**config.mk**
```make
export PLATFORM = sky130hd
export DESIGN_NAME = vpm_pipe_sink
export DESIGN_NICKNAME = d
export VERILOG_FILES = /design/src/rtl/vpm_pipe_sink.sv
export SDC_FILE = /design/constraint.sdc
export NUM_CORES = 1
export LEC_CHECK = 0
export BUFFER_PORTS_ARGS = -buffer_cell sky130_fd_sc_hd__buf_2
export CELL_PAD_IN_SITES_DETAIL_PLACEMENT = 1
export CELL_PAD_IN_SITES_GLOBAL_PLACEMENT = 2
export CORE_UTILIZATION = 45
export CTS_CLUSTER_DIAMETER = 120
export DETAILED_ROUTE_END_ITERATION = 10
export PLACE_DENSITY_LB_ADDON = 0.12
export SLEW_MARGIN = 10
export SYNTH_ARGS = -nofsm -noshare
export SYNTH_HDL_FRONTEND = slang
export SYNTH_SLANG_ARGS = --single-unit
```
**constraint.sdc**
```tcl
create_clock -name clk -period 3.07 [get_ports clk]
set_input_delay 0.7675 -clock clk [delete_from_list [all_inputs] [get_ports clk]]
set_output_delay 0.7675 -clock clk [all_outputs]
set_load 0.05 [all_outputs]
```
**src/rtl/vpm_pipe_sink.sv**
```systemverilog
// rtl/vpm_pipe_sink.sv - credit-controlled receive FIFO at the tail of a fixed-latency VPM pipeline
// Optional synchronous flush port enabled by defining VPM_PIPE_SINK_FLUSH_EN.
module vpm_pipe_sink #(
  parameter int DATA_WIDTH = 8,
  parameter int DEPTH      = 8,
  parameter int CNT_WIDTH  = $clog2(DEPTH) + 1
) (
  input  logic                  clk,
  input  logic                  rst_n,
  input  logic                  in_issue,
  input  logic                  in_valid,
  input  logic [DATA_WIDTH-1:0] in_data,
  output logic                  stall,
  output logic                  out_valid,
  input  logic                  out_ready,
  output logic [DATA_WIDTH-1:0] out_data,
`ifdef VPM_PIPE_SINK_FLUSH_EN
  input  logic                  flush,
`endif
  output logic                  ovf_err
);

  localparam int PTR_W = $clog2(DEPTH);
  localparam logic [PTR_W-1:0]   PTR_ONE = PTR_W'(1);
  localparam logic [CNT_WIDTH-1:0] CNT_ONE = CNT_WIDTH'(1);
  localparam logic [CNT_WIDTH-1:0] CNT_FULL = CNT_WIDTH'(DEPTH);
  localparam logic [CNT_WIDTH:0]   SUM_LIMIT = (CNT_WIDTH + 1)'(DEPTH);

  logic [DATA_WIDTH-1:0] mem [DEPTH];
  logic [PTR_W-1:0]      wptr_q, wptr_d, rptr_q, rptr_d;
  logic [CNT_WIDTH-1:0]  occ_q, occ_d, infl_q, infl_d;
  logic                  ovf_err_q, ovf_err_d;
  logic [CNT_WIDTH:0]    credit_sum;
  logic                  full, push, pop;

  assign full       = (occ_q == CNT_FULL);
  assign pop        = (occ_q != '0) && out_ready;
  // Popping frees the slot in the same cycle, so a full buffer still accepts a word alongside a pop.
  assign push       = in_valid && (!full || pop);
  assign credit_sum = {1'b0, occ_q} + {1'b0, infl_q};

  assign stall     = (credit_sum >= SUM_LIMIT);
  assign out_valid = (occ_q != '0);
  assign out_data  = mem[rptr_q];
  assign ovf_err   = ovf_err_q;

  always_comb begin
    wptr_d    = push ? wptr_q + PTR_ONE : wptr_q;
    rptr_d    = pop ? rptr_q + PTR_ONE : rptr_q;
    occ_d     = occ_q;
    infl_d    = infl_q;
    ovf_err_d = ovf_err_q;

    if (push && !pop) begin
      occ_d = occ_q + CNT_ONE;
    end else if (!push && pop) begin
      occ_d = occ_q - CNT_ONE;
    end

    if (in_issue && !in_valid) begin
      infl_d = infl_q + CNT_ONE;
    end else if (!in_issue && in_valid && (infl_q != '0)) begin
      infl_d = infl_q - CNT_ONE;
    end

    // Issue past the credit limit, a word landing on a full buffer, or a word nobody issued.
    if ((in_issue && stall) ||
        (in_valid && full && !pop) ||
        (in_valid && !in_issue && (infl_q == '0))) begin
      ovf_err_d = 1'b1;
    end

`ifdef VPM_PIPE_SINK_FLUSH_EN
    if (flush) begin
      wptr_d = '0;
      rptr_d = '0;
      occ_d  = '0;
      infl_d = '0;
    end
`endif
  end

  always_ff @(posedge clk or negedge rst_n) begin
    if (!rst_n) begin
      wptr_q    <= '0;
      rptr_q    <= '0;
      occ_q     <= '0;
      infl_q    <= '0;
      ovf_err_q <= 1'b0;
    end else begin
      wptr_q    <= wptr_d;
      rptr_q    <= rptr_d;
      occ_q     <= occ_d;
      infl_q    <= infl_d;
      ovf_err_q <= ovf_err_d;
    end
  end

  always_ff @(posedge clk) begin
    if (push) begin
      mem[wptr_q] <= in_data;
    end
  end

endmodule
```
## After elaboration in Yosys (flattened, before gate mapping)

Memory sizes are Yosys's and may differ from the RTL's.
Index checks and enable logic that the tools add are counted.

| cells by class | value |
|---|---|
| add/subtract/negate cells | 7 |
| magnitude comparators | 1 |
| equality and inequality tests | 1 |
| muxes and demuxes | 6 |
| reductions and logical operators | 24 |

Operator list:

| cell | number |
|---|---|
| two-way mux 4 bit | 4 |
| logical AND 1 bit | 11 |
| adder 4 x 1 -> 4 bit (second input constant) | 2 |
| nonzero test 4 bit | 2 |
| subtractor 4 x 1 -> 4 bit (second input constant) | 2 |
| adder 3 x 1 -> 3 bit (second input constant) | 2 |
| adder 4 x 4 -> 5 bit | 1 |
| >= comparator 5 x 4 -> 1 bit (second input constant) | 1 |
| logical NOT 1 bit | 5 |
| equality test 4 bit (second input constant) | 1 |
| logical NOT 4 bit | 1 |
| nonzero test 2 bit | 2 |
| logical OR 1 bit | 3 |
| two-way mux 1 bit | 2 |

| storage, ports and cells | value |
|---|---|
| register bits | 15 |
| bits in writable memories | 64 |
| input port bits | 13 |
| output and inout bits | 11 |
| word-level logic and storage cells | 45 |
| memories kept | 1 |

Memories:

| memory | words | width | rd ports | clocked after Yosys merged registers in | wr ports | RTL line | text |
|---|---|---|---|---|---|---|---|
| mem | 8 | 8 | 1 | 0 | 1 | 29 | `logic [DATA_WIDTH-1:0] mem [DEPTH];` |

## Logic depth before layout (Yosys ltp)

| logic depth | value |
|---|---|
| depth in word-level cells | 8 |
| mapped depth | 10 |
| depth with buffers taken out | 10 |

## Worst setup path after synthesis

OpenSTA, ideal clock, no wires.

| path | value |
|---|---|
| path kind | flip-flop to flip-flop |
| start | reg occ_q[0] |
| end | reg occ_q[3] |
| library setup time | 0.136 ns |
| arrival time | 2.657 ns |
| required time | 2.934 ns |
| setup slack | 0.277 ns |
| cell stages (with the launch flop) | 10 |
| buffers on the path | 0 |
| clock period less this slack | 2.793 ns |
| cells stage by stage | dfrtp_1 nor3_1 nand2b_1 nand2_1 ha_1 inv_1 ha_1 a21o_1 a2111oi_0 o31ai_1 |

| between the ends | value |
|---|---|
| word-level cells in the longest chain between the ends | 7 |
| elaborated cells on any way between the ends | 15 |
| those cells by class | 2 x add/sub; 1 x eq/ne; 2 x mux; 10 x reduce/logical |

RTL lines:

| what | RTL line | text |
|---|---|---|
| start: declaration | 31 | `logic [CNT_WIDTH-1:0] occ_q, occ_d, infl_q, infl_d;` |
| start signal: assignment | 87 | `occ_q <= '0;` |
| start signal: assignment | 93 | `occ_q <= occ_d;` |
| nonzero test 4 bit (*) | -- |  |
| via out_valid | 14 | `output logic out_valid,` |
| logical AND 1 bit (*) | 37 | `assign pop = (occ_q != '0) && out_ready;` |
| logical OR 1 bit | 39 | `assign push = in_valid && (!full \|\| pop);` |
| logical AND 1 bit | 39 |  |
| logical NOT 1 bit | 56 | `end else if (!push && pop) begin` |
| logical AND 1 bit | 56 |  |
| nonzero test 2 bit (no line) | -- |  |

Mark *: on every way through the listed nets, which the timed path passes. The rest lies on a longest branch. The select of a mux whose other input is x is not followed.
A chain may end at the register's enable or synchronous reset.

## Worst setup path after layout

| path | value |
|---|---|
| start | reg infl_q[0] |
| end | out stall |

| between the ends | value |
|---|---|
| word-level cells in the longest chain between the ends | 2 |

RTL lines:

| what | RTL line | text |
|---|---|---|
| start: declaration | 31 |  |
| start signal: assignment | 94 | `infl_q <= infl_d;` |
| adder 4 x 4 -> 5 bit | 40 | `assign credit_sum = {1'b0, occ_q} + {1'b0, infl_q};` |
| >= comparator 5 x 4 -> 1 bit | 42 | `assign stall = (credit_sum >= SUM_LIMIT);` |
| end: declaration | 13 | `output logic stall,` |

No other way between the ends.

==> results.sh <==
export IMPL_die_x_um=89.70
export IMPL_clk_latency_ns=0.33
export IMPL_drc_errors=0
export IMPL_total_power_uw=3995
export IMPL_area_growth_pct=13.30
export IMPL_yosysWarnings=0
export IMPL_antenna_found_initial=0
export IMPL_rsz0062_at_grt="false"
export IMPL_max_slew_margin_pct=49.70
export IMPL_status="complete, no violations"
export IMPL_drive_gt1_share_pct=29.18
export IMPL_synth_area_sq_um=3461
export IMPL_grt_max_degree=19
export IMPL_ant_nets=0
export IMPL_worstSetupStartpointType="flip-flop"
export IMPL_dieArea_sq_um=8045
export IMPL_vdd_ir_drop_max_mv=0.4355
export IMPL_yosys_register_bits=79
export IMPL_min_period_over_period_pct=94.57
export IMPL_n_antenna_cell=0
export IMPL_clock_skew_ns=0.006622
export IMPL_die_y_um=89.70
export IMPL_synth_compound_area_share_pct=2.928
export IMPL_clk_pin_slew_ns=0.08
export IMPL_port_buffers=23
export IMPL_grt_pass1_wl_um=10240
export IMPL_yosysUniqueCellTypes=34
export IMPL_n_fill_cell=696
export IMPL_worstPathArrival_ns=2.14
export IMPL_hpwl_um=4275
export IMPL_setup_tns_ns=0
export IMPL_grtUsageTotal_pct=18.33
export IMPL_wl_um=6476
export IMPL_synth_mux_area_share_pct=16.20
export IMPL_slew_violations=0
export IMPL_critPathKind="reg -> out"
export IMPL_end_kind="output pin"
export IMPL_ctsHtreeMaxLevel=3
export IMPL_clockBufferDepth=2
export IMPL_max_freq_ghz=0.3444
export IMPL_crit_path_max_fanout=5
export IMPL_cts_tree="yes"
export IMPL_gp_congestion=0.8104
export IMPL_wl_per_cell_um=19.51
export IMPL_synth_cells=190
export IMPL_finalHoldViolations=0
export IMPL_critical_path_required_ns=2.30
export IMPL_vias=1792
export IMPL_synth_xor_area_share_pct=2.278
export IMPL_cts_root_buf="clkbuf_8"
export IMPL_drt_iter0_drc=67
export IMPL_placementRows=31
export IMPL_p_per_area_nw_per_um2=1019
export IMPL_cts_sinks=79
export IMPL_cts_setup_buffers=0
export IMPL_cts_buffers=9
export IMPL_tightest_slew_ns=0.7546
export IMPL_setup_violations=0
export IMPL_synth_nets=217
export IMPL_maxCapViolCount=0
export IMPL_synthAdderAreaFrac_pct=5.712
export IMPL_yosysSeqAreaShare_pct=66.38
export IMPL_nets=256
export IMPL_synth_simple_gate_area_share_pct=4.483
export IMPL_floorplan_io_pins=24
export IMPL_initial_utilization_pct=47.21
export IMPL_syn_area_per_cell_sq_um=18.21
export IMPL_final_min_clock_period_ns=2.903
export IMPL_postLayoutCoreUtil_pct=53.49
export IMPL_grt_pass1_vias=1936
export IMPL_core_area_sq_um=7331
export IMPL_hp_class="in -> async"
export IMPL_vias_per_cell=5.398
export IMPL_synth_top_family_by_area="multiplexers"
export IMPL_dr_pass1_iters=4
export IMPL_power_leakage_uw=0.001451
export IMPL_overflow=0
## area by class of cell
cell class                 count  area (sq um)  area share [%]
clock buffer                   9         123.9           3.159
clock inverter                 6         61.31           1.563
inverter                       6         22.52          0.5743
multi-input combinational     99          1095           27.92
sequential                    79          2297           58.58
tap                           99         123.9           3.159
timing repair buffer          34         197.7           5.041
## what timing repair did
item | CTS | global route
setup endpoints to repair | 0 | 1
hold buffers | 0 | 0
resized for setup | 0 | 1
## cell usage in the layout, fill, tap and decap left out, drive strengths merged, types with 4 or more instances in the layout
cell,Yosys,routed
nand2b,4,4
nand2,10,10
xor2,4,4
clkinv,0,4
xnor2,5,5
nor2,6,6
ha,11,11
clkbuf,2,9
nor3,7,7
edfxtp,64,64
inv,6,7
mux4,16,16
mux2,13,13
buf,4,34
dfrtp,15,15
## layer usage
layer | vias up | track usage, % | part of all wire [%]
li1 | 823 | - | -
met1 | 946 | 23.66 | 45
met2 | 19 | 31.27 | 52
met3 | 4 | 3.931 | 2.1
met4 | 0 | 5.628 | 0.62
met5 | - | 0 | 0
## worst max-delay path, cell delays in order (launching register included)
cell     delay [ns]
dfrtp_1        0.49
ha_1           0.22
inv_1          0.06
fa_1           0.37
nand2_1        0.09
nor3_1         0.04
a31oi_1        0.23
buf_2          0.31
## state kept, by name (all words and copies together), names as in the netlist
register and flops:
infl_q 4, mem 64, occ_q 4, ovf_err 1, rptr_q 3, wptr_q 3
## kinds of logic (layout without fill, tap and decap cells)
kind of cell / count (synthesis) / in the layout
flip-flops: 79 / 79
multiplexers: 31 / 31
AND/OR/NAND/NOR: 31 / 31
adder cells (fa/ha/maj): 14 / 14
AO/OA/AOI/OAI: 14 / 14
buffers and inverters: 12 / 55
XOR/XNOR: 9 / 9
## worst paths after layout
kind	start	slack [ns]	depth (start not counted)	end
min	rst_n	0.34	1	infl_q[1]$_DFFE_PN0P_
min in group clk	ovf_err$_DFFE_PN0P_	0.51	1	ovf_err$_DFFE_PN0P_
max reg2reg	occ_q[0]$_DFFE_PN0P_	0.34	9	occ_q[3]$_DFFE_PN0P_
min reg2reg	ovf_err$_DFFE_PN0P_	0.51	1	ovf_err$_DFFE_PN0P_
max in group asynchronous	rst_n	2.46	1	rptr_q[2]$_DFFE_PN0N_
max	infl_q[0]$_DFFE_PN0P_	0.17	7	stall
## power by group
part / internal, uW / leakage, uW / switching (uW) / total, uW
Sequential: 1390 / 0.000755 / 237 / 1620
Combinational: 678 / 0.000600 / 966 / 1640
Clock: 370 / 0.0000969 / 358 / 728
## metrics by stage
stage | hold slack (ns) | instance area [sq um] | worst slack, ns | cells
floorplan | 0.4682 | 3461 | 0.2765 | 190
detailed placement | 0.4849 | 3735 | 0.3444 | 317
finish | 0.3392 | 3921 | 0.1667 | 332
global placement | 0.4611 | 3735 | 0.5179 | 317
global route | 0.3432 | 3921 | 0.005784 | 332
CTS | 0.3387 | 3920 | 0.1458 | 332
## Yosys cell counts
cell,number,area (sq um)
edfxtp_1,64,1922
buf_2,1,5.000
nand2b_1,4,25.02
inv_1,6,22.52
a31oi_2,1,12.51
mux4_1,9,236.5
mux2_2,9,101.4
fa_1,3,60.06
buf_6,1,11.26
a221o_1,1,10.01
clkbuf_1,2,7.510
xor2_1,4,35.03
mux2_1,4,45.04
nor3_1,7,35.03
nand3b_2,1,11.26
ha_1,11,137.6
mux4_2,7,157.7
nand3_1,2,10.01
mux2i_1,2,20.02
nor2_1,6,22.52
nand2_1,9,33.78
nand2_2,1,6.260
buf_12,1,20.02
xnor2_1,5,43.79
o21ai_1,1,5.000
or4_4,1,11.26
o21ai_0,2,10.01
o31ai_1,1,7.510
a2111oi_0,2,17.52
a31oi_1,1,6.260
buf_1,1,3.750
a21o_1,3,22.52
dfrtp_1,15,375.4
a21oi_1,2,10.01
(Power assumes the default switching activity.)
